===== src/rtl/fpu_result_collector_pkg.sv =====
// Shared constants and types for the FPU result collector and its classifier.
// Process codes, flag bit positions and the FIFO entry layout live here.
package fpu_result_collector_pkg;

    localparam logic [1:0] PROC_SDIV  = 2'b00;
    localparam logic [1:0] PROC_SSQRT = 2'b01;
    localparam logic [1:0] PROC_DDIV  = 2'b10;
    localparam logic [1:0] PROC_DSQRT = 2'b11;

    localparam int FLAG_NAN  = 2;
    localparam int FLAG_INF  = 1;
    localparam int FLAG_ZERO = 0;

    localparam logic [7:0]  SGL_EXP_ONES = 8'hFF;
    localparam logic [10:0] DBL_EXP_ONES = 11'h7FF;

    typedef enum logic {
        IDLE = 1'b0,
        ACK  = 1'b1
    } state_t;

    typedef struct packed {
        logic [63:0] data;
        logic [1:0]  op;
        logic [2:0]  flags;
    } entry_t;

    function automatic logic is_double_op(input logic [1:0] op);
        return (op == PROC_DDIV) || (op == PROC_DSQRT);
    endfunction

endpackage


===== src/rtl/fpu_result_collector_if.sv =====
// Bus bundle between the FPU result producer, the collector and the host consumer.
// The slave modport is the collector's view; master is the surrounding environment.
interface fpu_result_collector_if #(
    parameter int PTR_W = 2
);
    logic [31:0]    in_zs;
    logic [63:0]    in_zd;
    logic [1:0]     in_op;
    logic           in_z_stb;
    logic           in_z_ack;
    logic [63:0]    out_data;
    logic [1:0]     out_op;
    logic [2:0]     out_flags;
    logic           out_stb;
    logic           out_ack;
    logic [PTR_W:0] count;

    modport slave (
        input  in_zs, in_zd, in_op, in_z_stb, out_ack,
        output in_z_ack, out_data, out_op, out_flags, out_stb, count
    );

    modport master (
        output in_zs, in_zd, in_op, in_z_stb, out_ack,
        input  in_z_ack, out_data, out_op, out_flags, out_stb, count
    );
endinterface


===== src/rtl/fpu_result_collector_classify.sv =====
// Combinational NaN/Inf/zero classifier for single (low 32 bits) or double values.
// Sign bits are deliberately ignored.
module fp_classify
    import fpu_result_collector_pkg::*;
(
    input  logic [63:0] data,
    input  logic        is_double,
    output logic [2:0]  flags
);
    logic exp_ones;
    logic exp_zero;
    logic man_zero;
    logic unused_sign;

    assign unused_sign = data[63] ^ data[31];

    always_comb begin
        if (is_double) begin
            exp_ones = (data[62:52] == DBL_EXP_ONES);
            exp_zero = (data[62:52] == 11'h000);
            man_zero = (data[51:0] == 52'h0);
        end else begin
            exp_ones = (data[30:23] == SGL_EXP_ONES);
            exp_zero = (data[30:23] == 8'h00);
            man_zero = (data[22:0] == 23'h0);
        end
        flags            = '0;
        flags[FLAG_NAN]  = exp_ones && !man_zero;
        flags[FLAG_INF]  = exp_ones && man_zero;
        flags[FLAG_ZERO] = exp_zero && man_zero;
    end
endmodule


===== src/rtl/fpu_result_collector.sv =====
// Accepts FPU results over stb/ack, tags and classifies them, and buffers them
// in a small FIFO presented to the host over a second stb/ack port.
module fpu_result_collector
    import fpu_result_collector_pkg::*;
#(
    parameter int DEPTH = 4,
    parameter int PTR_W = 2
) (
    input  logic                   clk,
    input  logic                   rst,
    fpu_result_collector_if.slave  bus
);
    state_t         state;
    state_t         state_next;
    logic [PTR_W-1:0] wr_ptr;
    logic [PTR_W-1:0] rd_ptr;
    logic [PTR_W:0] count_q;
    entry_t         mem [DEPTH];

    logic           full;
    logic           empty;
    logic           push;
    logic           pop;
    logic           is_dbl;
    logic [63:0]    sel_data;
    logic [2:0]     sel_flags;
    entry_t         wr_entry;
    entry_t         head;

    assign full     = (count_q == (PTR_W+1)'(DEPTH));
    assign empty    = (count_q == '0);
    assign pop      = !empty && bus.out_ack;

    assign is_dbl   = is_double_op(bus.in_op);
    assign sel_data = is_dbl ? bus.in_zd : {32'h0, bus.in_zs};

    fp_classify u_classify (
        .data      (sel_data),
        .is_double (is_dbl),
        .flags     (sel_flags)
    );

    assign wr_entry = '{data: sel_data, op: bus.in_op, flags: sel_flags};

    // Full is judged on the registered count, so a pop in the same cycle
    // does not let a push through until the following IDLE cycle.
    always_comb begin
        state_next = state;
        push       = 1'b0;
        case (state)
            IDLE: begin
                if (bus.in_z_stb && !full) begin
                    push       = 1'b1;
                    state_next = ACK;
                end
            end
            ACK:     state_next = IDLE;
            default: state_next = IDLE;
        endcase
    end

    always_ff @(posedge clk) begin
        if (rst) begin
            state <= IDLE;
        end else begin
            state <= state_next;
        end
    end

    always_ff @(posedge clk) begin
        if (rst) begin
            wr_ptr  <= '0;
            rd_ptr  <= '0;
            count_q <= '0;
        end else begin
            if (push) wr_ptr <= wr_ptr + 1'b1;
            if (pop)  rd_ptr <= rd_ptr + 1'b1;
            case ({push, pop})
                2'b10:   count_q <= count_q + 1'b1;
                2'b01:   count_q <= count_q - 1'b1;
                default: count_q <= count_q;
            endcase
        end
    end

    always_ff @(posedge clk) begin
        if (push) mem[wr_ptr] <= wr_entry;
    end

    assign head          = mem[rd_ptr];
    assign bus.in_z_ack  = (state == ACK);
    assign bus.out_stb   = !empty;
    assign bus.out_data  = empty ? 64'h0 : head.data;
    assign bus.out_op    = empty ? 2'b00 : head.op;
    assign bus.out_flags = empty ? 3'b000 : head.flags;
    assign bus.count     = count_q;

endmodule


===== src/flat_wrapper.sv =====
// flat-port wrapper written by rule: the top's interface ports become plain ports
module fpu_result_collector_flat import fpu_result_collector_pkg::*;
#(
    parameter int DEPTH = 4,
    parameter int PTR_W = 2
)
  (clk, rst, bus_in_zs, bus_in_zd, bus_in_op, bus_in_z_stb, bus_out_ack, bus_in_z_ack, bus_out_data, bus_out_op, bus_out_flags, bus_out_stb, bus_count);
  fpu_result_collector_if #(.PTR_W(PTR_W)) bus_i ();
  input  logic clk;
  input  logic rst;
  input wire logic [$bits(bus_i.in_zs)-1:0] bus_in_zs;
  input wire logic [$bits(bus_i.in_zd)-1:0] bus_in_zd;
  input wire logic [$bits(bus_i.in_op)-1:0] bus_in_op;
  input wire logic [$bits(bus_i.in_z_stb)-1:0] bus_in_z_stb;
  input wire logic [$bits(bus_i.out_ack)-1:0] bus_out_ack;
  output wire logic [$bits(bus_i.in_z_ack)-1:0] bus_in_z_ack;
  output wire logic [$bits(bus_i.out_data)-1:0] bus_out_data;
  output wire logic [$bits(bus_i.out_op)-1:0] bus_out_op;
  output wire logic [$bits(bus_i.out_flags)-1:0] bus_out_flags;
  output wire logic [$bits(bus_i.out_stb)-1:0] bus_out_stb;
  output wire logic [$bits(bus_i.count)-1:0] bus_count;
  assign bus_i.in_zs = bus_in_zs;
  assign bus_i.in_zd = bus_in_zd;
  assign bus_i.in_op = bus_in_op;
  assign bus_i.in_z_stb = bus_in_z_stb;
  assign bus_i.out_ack = bus_out_ack;
  assign bus_in_z_ack = bus_i.in_z_ack;
  assign bus_out_data = bus_i.out_data;
  assign bus_out_op = bus_i.out_op;
  assign bus_out_flags = bus_i.out_flags;
  assign bus_out_stb = bus_i.out_stb;
  assign bus_count = bus_i.count;
  fpu_result_collector #(.DEPTH(DEPTH), .PTR_W(PTR_W)) u_core (.clk(clk), .rst(rst), .bus(bus_i));
endmodule

===== config.mk =====
export PLATFORM = sky130hd
export DESIGN_NAME = fpu_result_collector_flat
export DESIGN_NICKNAME = d
export VERILOG_FILES = /design/src/rtl/fpu_result_collector_pkg.sv /design/src/rtl/fpu_result_collector_if.sv /design/src/rtl/fpu_result_collector_classify.sv /design/src/rtl/fpu_result_collector.sv /design/src/flat_wrapper.sv
export SDC_FILE = /design/constraint.sdc
export NUM_CORES = 1
export LEC_CHECK = 0
export CAP_MARGIN = 20
export CORE_MARGIN = 4
export CORE_UTILIZATION = 40
export DETAILED_ROUTE_END_ITERATION = 8
export MAX_ROUTING_LAYER = met4
export SYNTH_ARGS = -nofsm -noshare
export SYNTH_HDL_FRONTEND = slang
export SYNTH_SLANG_ARGS = --single-unit

===== constraint.sdc =====
create_clock -name clk -period 4.62 [get_ports clk]
set_input_delay 0.924 -clock clk [delete_from_list [all_inputs] [get_ports clk]]
set_output_delay 0.924 -clock clk [all_outputs]
set_load 0.01 [all_outputs]

After elaboration in Yosys (flattened, before gate mapping)
Memories as Yosys holds them, arrays and structs flattened. A register that Yosys moved wholly into a read port is not among the register bits.
Cells that the tools add are included.
Widths: inputs -> output; s select.
{"block": "op_classes", "add_sub_neg": 4, "eq_ne": 7, "n_mux": 15, "bitwise": 1, "n_reduce_logical": 15}
{"operator": "$mux 64", "n": 2}
{"operator": "$logic_not 52->1", "n": 1}
{"operator": "$logic_not 23->1", "n": 1}
{"operator": "$eq 11x11->1 const B", "n": 1}
{"operator": "$logic_not 11->1", "n": 1}
{"operator": "$eq 8x8->1 const B", "n": 1}
{"operator": "$logic_not 8->1", "n": 1}
{"operator": "$mux 1", "n": 7}
{"operator": "$eq 2x2->1 const B", "n": 3}
{"operator": "$mux 2", "n": 3}
{"operator": "$pmux 3 s2", "n": 1}
{"operator": "$logic_and 1x1->1", "n": 5}
{"operator": "$add 2x1->2 const B", "n": 2}
{"operator": "$add 3x1->3 const B", "n": 1}
{"operator": "$eq 3x3->1 const B", "n": 1}
{"operator": "$logic_not 1->1", "n": 3}
{"operator": "$logic_not 3->1", "n": 1}
{"operator": "$mux 3", "n": 1}
{"operator": "$sub 3x1->3 const B", "n": 1}
{"operator": "$eq 2x1->1 const B", "n": 1}
{"operator": "$pmux 1 s2", "n": 1}
{"operator": "$reduce_bool 2->1", "n": 1}
{"operator": "$logic_or 1x1->1", "n": 1}
{"operator": "$not 1->1", "n": 1}
{"block": "totals", "register_bits": 8, "ram_bits": 276, "n_memories": 1}
{"memory": "u_core.mem", "depth": 4, "word_bits": 69, "read_ports": 1, "rd_clocked_by_memory_dff": 1, "wr": 1, "line": "fpu_result_collector.sv:18", "rtl": "entry_t mem [DEPTH];"}

Logic depth before layout (Yosys ltp)
Gate-level depths: netlist of the first run.
{"block": "depth", "word_depth": 7, "depth_mapped": 9, "depth_no_buf": 9}

Modules after synthesis
A second synthesis of the first run with hierarchy kept.
{"block": "unflattened", "cells_unflattened": 603, "area_unflattened_um2": 11760.0}
{"module": "fpu_result_collector", "n_inst": 1, "cells_each": 565, "area_each_um2": 11517.3, "seq_area_each_um2": 8488.1}
{"module": "fp_classify", "n_inst": 1, "cells_each": 38, "area_each_um2": 242.7, "seq_area_each_um2": 0.0}

Least setup slack after synthesis of the first run
OpenSTA, ideal clock, no wires.
{"block": "synth_path", "kind": "input -> register", "startpoint": "input bus_in_z_stb", "endpoint": "memory u_core.mem[0][0] (netlist bit), enable pin", "arrival_time_ns": 3.099, "required_ns": 4.185, "slack_ns": 1.086, "cell_stages": 3, "n_path_buf": 0, "path_cell_list": "inv_1 > a311oi_2 > and2_1"}
{"block": "synth_via", "elab_chain_len": 5}
{"item": "start: declaration", "line": "flat_wrapper.sv:14", "rtl": "input wire logic [$bits(bus_i.in_z_stb)-1:0] bus_in_z_stb;"}
{"item": "$logic_and 1x1->1", "line": "fpu_result_collector.sv:52", "rtl": "if (bus.in_z_stb && !full) begin"}
{"item": "$mux 1", "line": "fpu_result_collector.sv:52"}
{"item": "$mux 1", "line": "fpu_result_collector.sv:50", "rtl": "case (state)"}
{"item": "$mux 1", "line": "fpu_result_collector.sv:87", "rtl": "if (push) mem[wr_ptr] <= wr_entry;"}
{"item": "$mux 1 (not written as such)", "line": "fpu_result_collector.sv:87"}
{"item": "end: declaration", "line": "fpu_result_collector.sv:18"}
Every way passes these cells.

==> impl_metrics.prom, run 1 <==
# TYPE chip_impl_metric gauge
chip_impl_metric{name="detail_route.drc_violations",unit=""} 0
chip_impl_metric{name="static_leakage",unit="nW"} 4.88
chip_impl_metric{name="post_synth_inst_count",unit=""} 617
chip_impl_metric{name="io_pins",unit=""} 176
chip_impl_info{name="start_kind",value="flop"} 1
chip_impl_info{name="worstSetupEndpointType",value="output pin"} 1
chip_impl_metric{name="required",unit="ps"} 3700
chip_impl_metric{name="routed_wire_length_per_instance",unit="um"} 21.7
chip_impl_metric{name="route.detailed.vias_per_inst",unit=""} 5.24
chip_impl_metric{name="timing_worst_slew_pin_value",unit="ps"} 1080
chip_impl_metric{name="clock_path_buffers",unit=""} 3
chip_impl_metric{name="power_per_cell_area",unit="mW/mm^2"} 557
chip_impl_metric{name="vdd_drop_max",unit="V"} 0.000319
chip_impl_metric{name="antenna_violations_before_repair",unit=""} 0
chip_impl_metric{name="initial_core_util",unit=""} 0.408
chip_impl_metric{name="report.final.slew_viol_count",unit=""} 0
chip_impl_metric{name="die_height",unit="um"} 180
chip_impl_metric{name="setup-violations-final",unit=""} 0
chip_impl_info{name="timing_worst_setup_path_type",value="flop to output pin"} 1
chip_impl_metric{name="fmaxAchievable",unit="MHz"} 261
chip_impl_metric{name="detailedRoute.firstPassIterationCount",unit=""} 5
chip_impl_metric{name="critical_path.max_fanout",unit=""} 26
chip_impl_metric{name="nNetsFinal",unit=""} 911
chip_impl_metric{name="antenna_cells",unit=""} 0
chip_impl_metric{name="grt_overflow_total",unit=""} 0
chip_impl_metric{name="gp_routability_congestion",unit=""} 0.817
chip_impl_info{name="status",value="completed"} 1
chip_impl_metric{name="pre_cts_ws",unit="ps"} 1140
chip_impl_metric{name="final.setup.worst_slack",unit="ps"} 795
chip_impl_metric{name="finalCritPeriodShare",unit=""} 0.828
chip_impl_info{name="min_path_type",value="flop to flop"} 1
chip_impl_metric{name="clock_sinks",unit=""} 286
chip_impl_metric{name="syn-num-nets",unit=""} 725
chip_impl_metric{name="grt_pass1_wl",unit="mm"} 40.9
chip_impl_metric{name="layout-drive-gt1-share",unit=""} 0.171
chip_impl_metric{name="finalHoldViolCount",unit=""} 0
chip_impl_metric{name="timing.clock.skew",unit="ps"} 6.19
chip_impl_metric{name="pin_count_of_the_biggest_net_entering_global_routing",unit=""} 70
chip_impl_metric{name="max-cap-violations",unit=""} 0
chip_impl_info{name="tritoncts_clock_tree",value="built"} 1
chip_impl_metric{name="ys_warn_count",unit=""} 0
chip_impl_metric{name="clk_pin_slew",unit="ps"} 60
chip_impl_metric{name="gr_util_all_layers",unit=""} 0.165
chip_impl_metric{name="ant_nets",unit=""} 0
chip_impl_metric{name="synth.lib_cells_used.distinct",unit=""} 35
chip_impl_metric{name="cts_setup_buffers",unit=""} 0
chip_impl_metric{name="synth.yosys.seq_area_share",unit=""} 0.719
chip_impl_metric{name="p_total",unit="mW"} 8.39
chip_impl_metric{name="io_buffer_count",unit=""} 175
chip_impl_metric{name="routed_wl",unit="mm"} 26.4
chip_impl_metric{name="detailed_place_hpwl",unit="mm"} 17.1
chip_impl_metric{name="final.min_clock_period",unit="ps"} 3830
chip_impl_metric{name="tritoncts.num_buffers",unit=""} 31
chip_impl_metric{name="core",unit="sq mm"} 0.0289
chip_impl_metric{name="die_w",unit="um"} 180
chip_impl_metric{name="synth.avg_cell_area",unit="sq um"} 19.1
chip_impl_metric{name="grt_pass1_vias",unit=""} 6990
chip_impl_metric{name="area_growth",unit="%"} 27.6
chip_impl_metric{name="first_iter_violations",unit=""} 470
chip_impl_metric{name="vias",unit=""} 6352
chip_impl_metric{name="clk_latency_worst_skew_pair",unit="ps"} 550
chip_impl_metric{name="post_cts.resized_instances",unit=""} 0
chip_impl_metric{name="placement_rows",unit=""} 62
chip_impl_metric{name="ys_seq_elements",unit=""} 286
chip_impl_metric{name="worstPathArrival",unit="ps"} 2900
chip_impl_metric{name="hold_depth",unit=""} 2
chip_impl_metric{name="die-area",unit="sq mm"} 0.0323
chip_impl_info{name="grt_setup_unrepaired",value="no"} 1
chip_impl_metric{name="finalSetupTns",unit="ps"} 0
chip_impl_metric{name="timing.max_slew.rel_slack",unit=""} 0.278
chip_impl_metric{name="htree_num_levels",unit=""} 1
chip_impl_metric{name="hold_buffer_count_at_cts",unit=""} 0
chip_impl_metric{name="rr_worst_depth",unit=""} 8
chip_impl_info{name="root_buffer",value="clkbuf_16"} 1
chip_impl_metric{name="synthesis.area",unit="sq mm"} 0.0118
critical path, cell delays in order, from the launching register on:
cell and delay [ps]:
dfxtp_4 680, buf_4 430, mux4_2 560, and2_1 180, clkdlybuf4s50_1 480
registers in the layout (all words and copies together) (netlist names), named ones only:
| register | cells |
|---|---|
| u_core.mem | 276 |
| u_core.bus.count | 3 |
| u_core.rd_ptr | 2 |
| u_core.wr_ptr | 2 |
| u_core.bus.in_z_ack | 1 |
final cells by class:
class                           instances  area (sq um)
Fill cell                            2339         13900
Tap cell                              384           480
Clock buffer                           42           857
Inverter                               16          60.1
Sequential cell                       286          8500
Multi-Input combinational cell        282          3090
Clock inverter                         16           183
Timing Repair Buffer                  186          1880
power by group:
group / internal (mW) / switching, mW / total [mW]
sequential: 3.14 / 0.166 / 3.31
combinational: 1.44 / 1.16 / 2.60
clock: 1.52 / 0.955 / 2.47
metal layers:
metal	global-route usage	wire [um]
met1	0.228	11500
met2	0.262	12800
met3	0.0285	1550
met4	0.0344	546
met5	-	0
logic make-up (layout without fill, tap and decap cells):
logic type | Yosys count | count (layout) | synth area share
mux | 102 | 102 | 0.162
flops | 286 | 286 | 0.719
buf+inv | 49 | 260 | 0.0192
simple gates | 160 | 160 | 0.0825
fa+ha+maj | 6 | 6 | 0.00700
xor+xnor | 5 | 5 | 0.00371
compound gates | 9 | 9 | 0.00594
path summary, 6_finish.rpt:
check,end,startpoint,slack (ps)
hold reg to reg,u_core.rd_ptr[0]$_SDFFE_PP0P_,u_core.rd_ptr[0]$_SDFFE_PP0P_,560
setup / recovery,bus_out_data[43],flop,790
setup reg to reg,u_core.bus.count[2]$_SDFFE_PP0P_,u_core.bus.count[2]$_SDFFE_PP0P_,1730
hold / removal,u_core.rd_ptr[0]$_SDFFE_PP0P_,u_core.rd_ptr[0]$_SDFFE_PP0P_,560
cells in the final DEF, fill, tap and decap left out, drive strengths merged, types with 4 or more instances in the layout:
| cell | count |
|---|---|
| clkinv | 11 |
| inv | 17 |
| mux2 | 23 |
| mux4 | 69 |
| nand4 | 6 |
| nor2 | 13 |
| bufinv | 4 |
| edfxtp | 276 |
| dfxtp | 10 |
| clkdlybuf4s50 | 174 |
| buf | 12 |
| and2 | 106 |
| ha | 5 |
| nor4 | 16 |
| nor3 | 4 |
| mux2i | 10 |
| nand2 | 4 |
| clkbuf | 42 |
stage by stage:
step | util | instances | hold WS, ps | instance area [sq um]
4_1_cts | 0.520 | 1212 | 557 | 15000
3_5_place_dp | 0.484 | 1154 | 540 | 14000
3_3_place_gp | 0.484 | 1154 | 501 | 14000
2_1_floorplan | - | 617 | 485 | 11800
6_report | 0.520 | 1212 | 559 | 15000
5_1_grt | 0.520 | 1212 | 598 | 15000
Yosys cell counts, drive strengths merged:
master	number	area share
o21ai	1	0.00042
nand3	3	0.0013
xnor2	2	0.0015
nand2	4	0.0013
o21bai	1	0.00064
nor3b	2	0.0013
nor2	13	0.0041
and2	106	0.056
o41a	1	0.00095
buf	14	0.0081
mux4	69	0.13
mux2	23	0.022
nor2b	1	0.0012
ha	5	0.0053
or3	2	0.0011
a22oi	1	0.00064
inv	16	0.0051
a21oi	2	0.00085
o211ai	1	0.00064
dfxtp	10	0.017
nor3	4	0.0017
nor4b	3	0.0022
fa	1	0.0017
clkbuf	19	0.0060
nand4	6	0.0032
mux2i	10	0.0085
nor4	16	0.0090
a311oi	1	0.0013
xor2	3	0.0022
a31oi	1	0.00053
edfxtp	276	0.70
Note: power is estimated with default switching activity, not from simulation.
==> run 2: changes to the inputs <==
==> constraint.sdc (replaced) <==
create_clock -name clk -period 4 [get_ports clk]
set_input_delay 0.8 -clock clk [delete_from_list [all_inputs] [get_ports clk]]
set_output_delay 0.8 -clock clk [all_outputs]
set_load 0.01 [all_outputs]
==> run 2 against run 1 <==
Clock skew increased by 7.2 ps. Hold slack got worse by 33 ps. Die area did not move. Global-route usage fell by 0.57 points. Sequential power increased by 13%.
==> impl_metrics.prom, run 2 (same netlist as run 1, synthesis figures left out) <==
# TYPE chip_impl_metric gauge
chip_impl_info{name="status",value="completed"} 1
chip_impl_metric{name="finish.utilization",unit=""} 0.520
chip_impl_info{name="largest-register",value="u_core.mem"} 1
chip_impl_metric{name="power_per_cell_area",unit="mW/mm^2"} 634
chip_impl_metric{name="clock_sinks",unit=""} 286
chip_impl_metric{name="required",unit="ps"} 3200
chip_impl_metric{name="finalCritPeriodShare",unit=""} 0.871
chip_impl_metric{name="placement_rows",unit=""} 62
chip_impl_metric{name="worstPathArrival",unit="ps"} 2680
chip_impl_metric{name="timing.max_slew.rel_slack",unit=""} 0.249
chip_impl_metric{name="grt_pass1_vias",unit=""} 6724
chip_impl_info{name="final_cell_mix",value="edfxtp_1, clkdlybuf4s50_1, and2_1"} 1
chip_impl_metric{name="vdd_drop_max",unit="V"} 0.000302
chip_impl_metric{name="route.detailed.vias_per_inst",unit=""} 5.16
chip_impl_info{name="root_buffer",value="clkbuf_16"} 1
chip_impl_metric{name="die_height",unit="um"} 180
chip_impl_metric{name="timing_worst_slew_pin_value",unit="ps"} 1130
chip_impl_metric{name="clock_path_buffers",unit=""} 3
chip_impl_metric{name="pin_count_of_the_biggest_net_entering_global_routing",unit=""} 45
chip_impl_metric{name="routed_wl",unit="mm"} 25.6
chip_impl_metric{name="nNetsFinal",unit=""} 913
chip_impl_metric{name="detailedRoute.firstPassIterationCount",unit=""} 5
chip_impl_metric{name="clk_pin_slew",unit="ps"} 60
chip_impl_metric{name="hold_buffer_count_at_cts",unit=""} 0
chip_impl_metric{name="htree_num_levels",unit=""} 1
chip_impl_metric{name="report.final.slew_viol_count",unit=""} 0
chip_impl_metric{name="post_cts.resized_instances",unit=""} 0
chip_impl_metric{name="detail_route.drc_violations",unit=""} 0
chip_impl_metric{name="gr_util_all_layers",unit=""} 0.159
chip_impl_metric{name="area_growth",unit="%"} 27.4
chip_impl_metric{name="finalHoldViolCount",unit=""} 0
chip_impl_info{name="tritoncts_clock_tree",value="built"} 1
chip_impl_metric{name="die_w",unit="um"} 180
chip_impl_metric{name="layout-drive-gt1-share",unit=""} 0.166
chip_impl_metric{name="gp_routability_congestion",unit=""} 0.867
chip_impl_metric{name="final.min_clock_period",unit="ps"} 3480
chip_impl_metric{name="first_iter_violations",unit=""} 517
chip_impl_metric{name="die-area",unit="sq mm"} 0.0323
chip_impl_metric{name="flip_flop_count_of_the_largest_register_all_copies_and_words_added",unit=""} 276
chip_impl_metric{name="routed_wire_length_per_instance",unit="um"} 21.2
chip_impl_metric{name="grt_overflow_total",unit=""} 0
chip_impl_metric{name="fmaxAchievable",unit="MHz"} 287
chip_impl_metric{name="cts_setup_buffers",unit=""} 0
chip_impl_metric{name="tritoncts.num_buffers",unit=""} 29
chip_impl_metric{name="initial_core_util",unit=""} 0.408
chip_impl_metric{name="antenna_cells",unit=""} 0
chip_impl_metric{name="antenna_violations_before_repair",unit=""} 0
chip_impl_info{name="worstSetupEndpointType",value="output pin"} 1
chip_impl_metric{name="grt_pass1_wl",unit="mm"} 39.4
chip_impl_metric{name="clk_latency_worst_skew_pair",unit="ps"} 530
chip_impl_metric{name="critical_path.max_fanout",unit=""} 40
chip_impl_info{name="grt_setup_unrepaired",value="no"} 1
chip_impl_info{name="final_common_cell",value="edfxtp_1"} 1
chip_impl_metric{name="io_buffer_count",unit=""} 175
chip_impl_metric{name="vias",unit=""} 6254
chip_impl_metric{name="io_pins",unit=""} 176
chip_impl_metric{name="timing.clock.skew",unit="ps"} 13.4
chip_impl_metric{name="setup-violations-final",unit=""} 0
chip_impl_metric{name="final.setup.worst_slack",unit="ps"} 517
chip_impl_info{name="min_path_type",value="flop to flop"} 1
chip_impl_metric{name="core",unit="sq mm"} 0.0289
chip_impl_metric{name="max-cap-violations",unit=""} 0
chip_impl_info{name="timing_worst_setup_path_type",value="flop to output pin"} 1
chip_impl_metric{name="static_leakage",unit="nW"} 4.86
chip_impl_metric{name="pre_cts_ws",unit="ps"} 583
chip_impl_info{name="start_kind",value="flop"} 1
chip_impl_metric{name="detailed_place_hpwl",unit="mm"} 17.0
chip_impl_metric{name="finalSetupTns",unit="ps"} 0
chip_impl_metric{name="ant_nets",unit=""} 0
run 2: cell count changes in the layout (fill, tap and decap cells not counted), sizes merged:
cell    before  now
clkbuf      42   36
bufinv       4    5
buf         12   16
run 2: final cells by class:
type,instances,area (sq um)
inverter,16,60.1
fill,2342,13900
tap,384,480
multi-input combinational,282,3090
clock inverter,17,204
timing repair buffer,190,1950
sequential,286,8500
clock buffer,36,752
run 2: worst paths after layout:
path / slack (ps) / startpoint / depth (start not counted) / endpoint
setup / recovery: 520 / u_core.bus.count[0]$_SDFFE_PP0P_ / 4 / bus_out_data[18]
hold / removal: 530 / u_core.rd_ptr[1]$_SDFFE_PP0P_ / 2 / flop
setup reg to reg: 1460 / u_core.bus.count[0]$_SDFFE_PP0P_ / 8 / u_core.bus.count[2]$_SDFFE_PP0P_
hold reg to reg: 530 / u_core.rd_ptr[1]$_SDFFE_PP0P_ / 2 / flop
run 2: per-layer routing:
metal  vias to the layer above  part of all wire  global-route usage
met4                         0             0.013              0.0286
li1                       2810                 -                   -
met3                        27             0.053              0.0281
met1                      3207              0.45               0.218
met2                       210              0.49               0.257
met5                         -                 0                   -
run 2: stage by stage:
step	total power, mW	hold WS, ps	std cells	instance area, sq um
2_1_floorplan	5.47	485	617	11800
3_3_place_gp	6.94	502	1158	14100
3_5_place_dp	6.98	510	1158	14100
4_1_cts	9.69	534	1211	15000
5_1_grt	10.0	564	1211	15000
6_report	9.53	527	1211	15000
run 2: worst max-delay path: stages, from the launching register on:
cell,delay [ps]
dfxtp_1,360
or3_2,770
buf_12,290
and2_1,210
clkdlybuf4s50_1,510
run 2: where the power goes:
group / switching, mW / internal, mW
Clock: 1.04 / 1.65
Sequential: 0.111 / 3.63
Combinational: 1.42 / 1.69
Total: 2.56 / 6.97
==> run 3: changes to the inputs <==
--- a/config.mk
+++ b/config.mk
@@ -7,9 +7,10 @@
 export LEC_CHECK = 0
 export CAP_MARGIN = 20
 export CORE_MARGIN = 4
-export CORE_UTILIZATION = 40
+export CORE_UTILIZATION = 50
 export DETAILED_ROUTE_END_ITERATION = 8
 export MAX_ROUTING_LAYER = met4
+export PLACE_DENSITY = 0.75
 export SYNTH_ARGS = -nofsm -noshare
 export SYNTH_HDL_FRONTEND = slang
 export SYNTH_SLANG_ARGS = --single-unit
==> run 3 against run 2 <==
Critical path depth stayed put. Via count increased by 0.94%. Routed wire length is 0.55% lower. First-iteration DRC count decreased by 2.7%. Utilization up 13 points. Count of clock-buffer cells in the layout shrank 3. Worst setup slack worse by 19 ps. Global-route usage grew 4.5 points. Design area is 0.72% lower. Combinational power about the same. Clock skew grew 4.6 ps. Cell count fell by 5.8%.
==> impl_metrics.prom, run 3 (same netlist as run 1, synthesis figures left out) <==
# TYPE chip_impl_metric gauge
chip_impl_metric{name="hold_ws",unit="ps"} 537
chip_impl_metric{name="area_growth",unit="%"} 26.5
chip_impl_metric{name="flip_flop_count_of_the_largest_register_all_copies_and_words_added",unit=""} 276
chip_impl_metric{name="pin_count_of_the_biggest_net_entering_global_routing",unit=""} 72
chip_impl_metric{name="post_cts.resized_instances",unit=""} 0
chip_impl_metric{name="hold_buffer_count_at_cts",unit=""} 0
chip_impl_metric{name="timing_worst_slew_pin_value",unit="ps"} 817
chip_impl_info{name="final_common_cell",value="edfxtp_1"} 1
chip_impl_metric{name="required",unit="ps"} 3200
chip_impl_metric{name="initial_core_util",unit=""} 0.515
chip_impl_metric{name="finalCritPeriodShare",unit=""} 0.875
chip_impl_info{name="worstSetupEndpointType",value="output pin"} 1
chip_impl_metric{name="cts_setup_buffers",unit=""} 0
chip_impl_metric{name="power.net_switching",unit="mW"} 2.59
chip_impl_metric{name="setup-violations-final",unit=""} 0
chip_impl_metric{name="max-cap-violations",unit=""} 0
chip_impl_metric{name="worst-path-buf-inv",unit=""} 2
chip_impl_info{name="root_buffer",value="clkbuf_16"} 1
chip_impl_metric{name="detail_route.drc_violations",unit=""} 0
chip_impl_metric{name="final.setup.worst_slack",unit="ps"} 498
chip_impl_info{name="largest-register",value="u_core.mem"} 1
chip_impl_metric{name="vias",unit=""} 6313
chip_impl_info{name="timing_worst_setup_path_type",value="flop to output pin"} 1
chip_impl_metric{name="gr_util_all_layers",unit=""} 0.204
chip_impl_metric{name="clk_pin_slew",unit="ps"} 60
chip_impl_metric{name="io_pins",unit=""} 176
chip_impl_metric{name="htree_num_levels",unit=""} 1
chip_impl_metric{name="final.fill_count",unit=""} 1543
chip_impl_metric{name="pwr-share-clk",unit=""} 0.266
chip_impl_metric{name="fmaxAchievable",unit="MHz"} 286
chip_impl_info{name="min_path_type",value="flop to flop"} 1
chip_impl_metric{name="clk_latency_worst_skew_pair",unit="ps"} 530
chip_impl_metric{name="die_height",unit="um"} 162
chip_impl_metric{name="power_per_cell_area",unit="mW/mm^2"} 630
chip_impl_metric{name="placement_rows",unit=""} 55
chip_impl_info{name="slowest_stage",value="dfxtp_4"} 1
chip_impl_metric{name="max_stage_delay",unit="ps"} 670
chip_impl_info{name="grt_setup_unrepaired",value="no"} 1
chip_impl_metric{name="vdd_drop_max",unit="V"} 0.000391
chip_impl_info{name="final_cell_mix",value="edfxtp_1, clkdlybuf4s50_1, and2_1"} 1
chip_impl_metric{name="die-area",unit="sq mm"} 0.0261
chip_impl_metric{name="core",unit="sq mm"} 0.0229
chip_impl_metric{name="first_iter_violations",unit=""} 503
chip_impl_metric{name="static_leakage",unit="nW"} 4.84
chip_impl_metric{name="seqPwrFrac",unit=""} 0.404
chip_impl_metric{name="die_w",unit="um"} 162
chip_impl_metric{name="critical_path.max_fanout",unit=""} 23
chip_impl_metric{name="route.detailed.vias_per_inst",unit=""} 5.53
chip_impl_metric{name="routed_wl",unit="mm"} 25.5
chip_impl_metric{name="timing.clock.skew",unit="ps"} 18.0
chip_impl_metric{name="detailedRoute.firstPassIterationCount",unit=""} 4
chip_impl_metric{name="power_frac_comb",unit=""} 0.330
chip_impl_info{name="status",value="completed"} 1
chip_impl_metric{name="finalSetupTns",unit="ps"} 0
chip_impl_metric{name="finish.utilization",unit=""} 0.651
chip_impl_metric{name="netSwitchingFraction",unit=""} 0.276
chip_impl_metric{name="final.min_clock_period",unit="ps"} 3500
chip_impl_metric{name="worstPathArrival",unit="ps"} 2700
chip_impl_metric{name="timing.max_slew.rel_slack",unit=""} 0.451
chip_impl_info{name="timing.critical_path.cells",value="buf_12 > mux4_2 > and2_1 > clkdlybuf4s50_1"} 1
chip_impl_metric{name="report.final.slew_viol_count",unit=""} 0
chip_impl_metric{name="antenna_violations_before_repair",unit=""} 2
chip_impl_metric{name="ant_nets",unit=""} 0
chip_impl_metric{name="grt_overflow_total",unit=""} 0
chip_impl_metric{name="layout-drive-gt1-share",unit=""} 0.168
chip_impl_info{name="path_delay_family",value="buffers and inverters"} 1
chip_impl_metric{name="routed_wire_length_per_instance",unit="um"} 22.4
chip_impl_metric{name="detailed_place_hpwl",unit="mm"} 17.2
chip_impl_metric{name="tritoncts.num_buffers",unit=""} 28
chip_impl_metric{name="pre_cts_ws",unit="ps"} 465
chip_impl_metric{name="nNetsFinal",unit=""} 913
chip_impl_metric{name="finalHoldViolCount",unit=""} 0
chip_impl_metric{name="cellInternalPower",unit="mW"} 6.81
chip_impl_metric{name="gp_routability_congestion",unit=""} 0.855
chip_impl_metric{name="grt_pass1_wl",unit="mm"} 40.0
chip_impl_metric{name="io_buffer_count",unit=""} 175
chip_impl_info{name="tritoncts_clock_tree",value="built"} 1
chip_impl_info{name="start_kind",value="flop"} 1
chip_impl_metric{name="grt_pass1_vias",unit=""} 6952
chip_impl_metric{name="clock_sinks",unit=""} 286
chip_impl_metric{name="clock_path_buffers",unit=""} 3
run 3: cell type report:
cell class,instances,area [sq um],share of cell area
Tap cell,313,392,0.0262
Clock buffer,33,741,0.0496
Clock inverter,18,145,0.00973
Multi-Input combinational cell,282,3090,0.207
Timing Repair Buffer,191,1990,0.133
Sequential cell,286,8500,0.569
Antenna cell,2,5.00,0.000335
Inverter,16,60.1,0.00402
run 3: worst min-delay path: stages, from the launching register on:
cell     delay, ps
dfxtp_1        330
xor2_1          60
nor2_1         110
run 3: power by group through the flow:
| stage | clock network (mW) | logic (mW) | registers [mW] |
|---|---|---|---|
| 5_1_grt | 2.69 | 3.33 | 3.84 |
| 4_1_cts | 2.55 | 3.17 | 3.81 |
| 3_3_place_gp | 0 | 3.11 | 3.84 |
| 3_5_place_dp | 0 | 3.14 | 3.87 |
| 2_1_floorplan | 0 | 1.71 | 3.77 |
| 6_report | 2.50 | 3.10 | 3.80 |
run 3: layer usage:
| layer | wire length [um] | GRT usage |
|---|---|---|
| met1 | 10300 | 0.271 |
| met2 | 12700 | 0.330 |
| met3 | 2130 | 0.0467 |
| met4 | 395 | 0.0434 |
| met5 | 0 | - |
run 3: metrics by stage:
stage,area [sq um],instances,total power [mW]
floorplan,11800,617,5.47
global placement,14000,1087,6.95
detailed placement,14000,1087,7.01
CTS,14900,1138,9.53
global route,14900,1141,9.86
finish,14900,1141,9.40
run 3: final timing paths:
| check | start | to | slack [ps] | depth (start not counted) |
|---|---|---|---|---|
| setup reg to reg | u_core.bus.count[0]$_SDFFE_PP0P_ | u_core.bus.count[2]$_SDFFE_PP0P_ | 1600 | 9 |
| hold reg to reg | u_core.rd_ptr[1]$_SDFFE_PP0P_ | u_core.rd_ptr[1]$_SDFFE_PP0P_ | 540 | 2 |
| hold / removal | u_core.rd_ptr[1]$_SDFFE_PP0P_ | u_core.rd_ptr[1]$_SDFFE_PP0P_ | 540 | 2 |
| setup / recovery | flop | bus_out_data[47] | 500 | 4 |
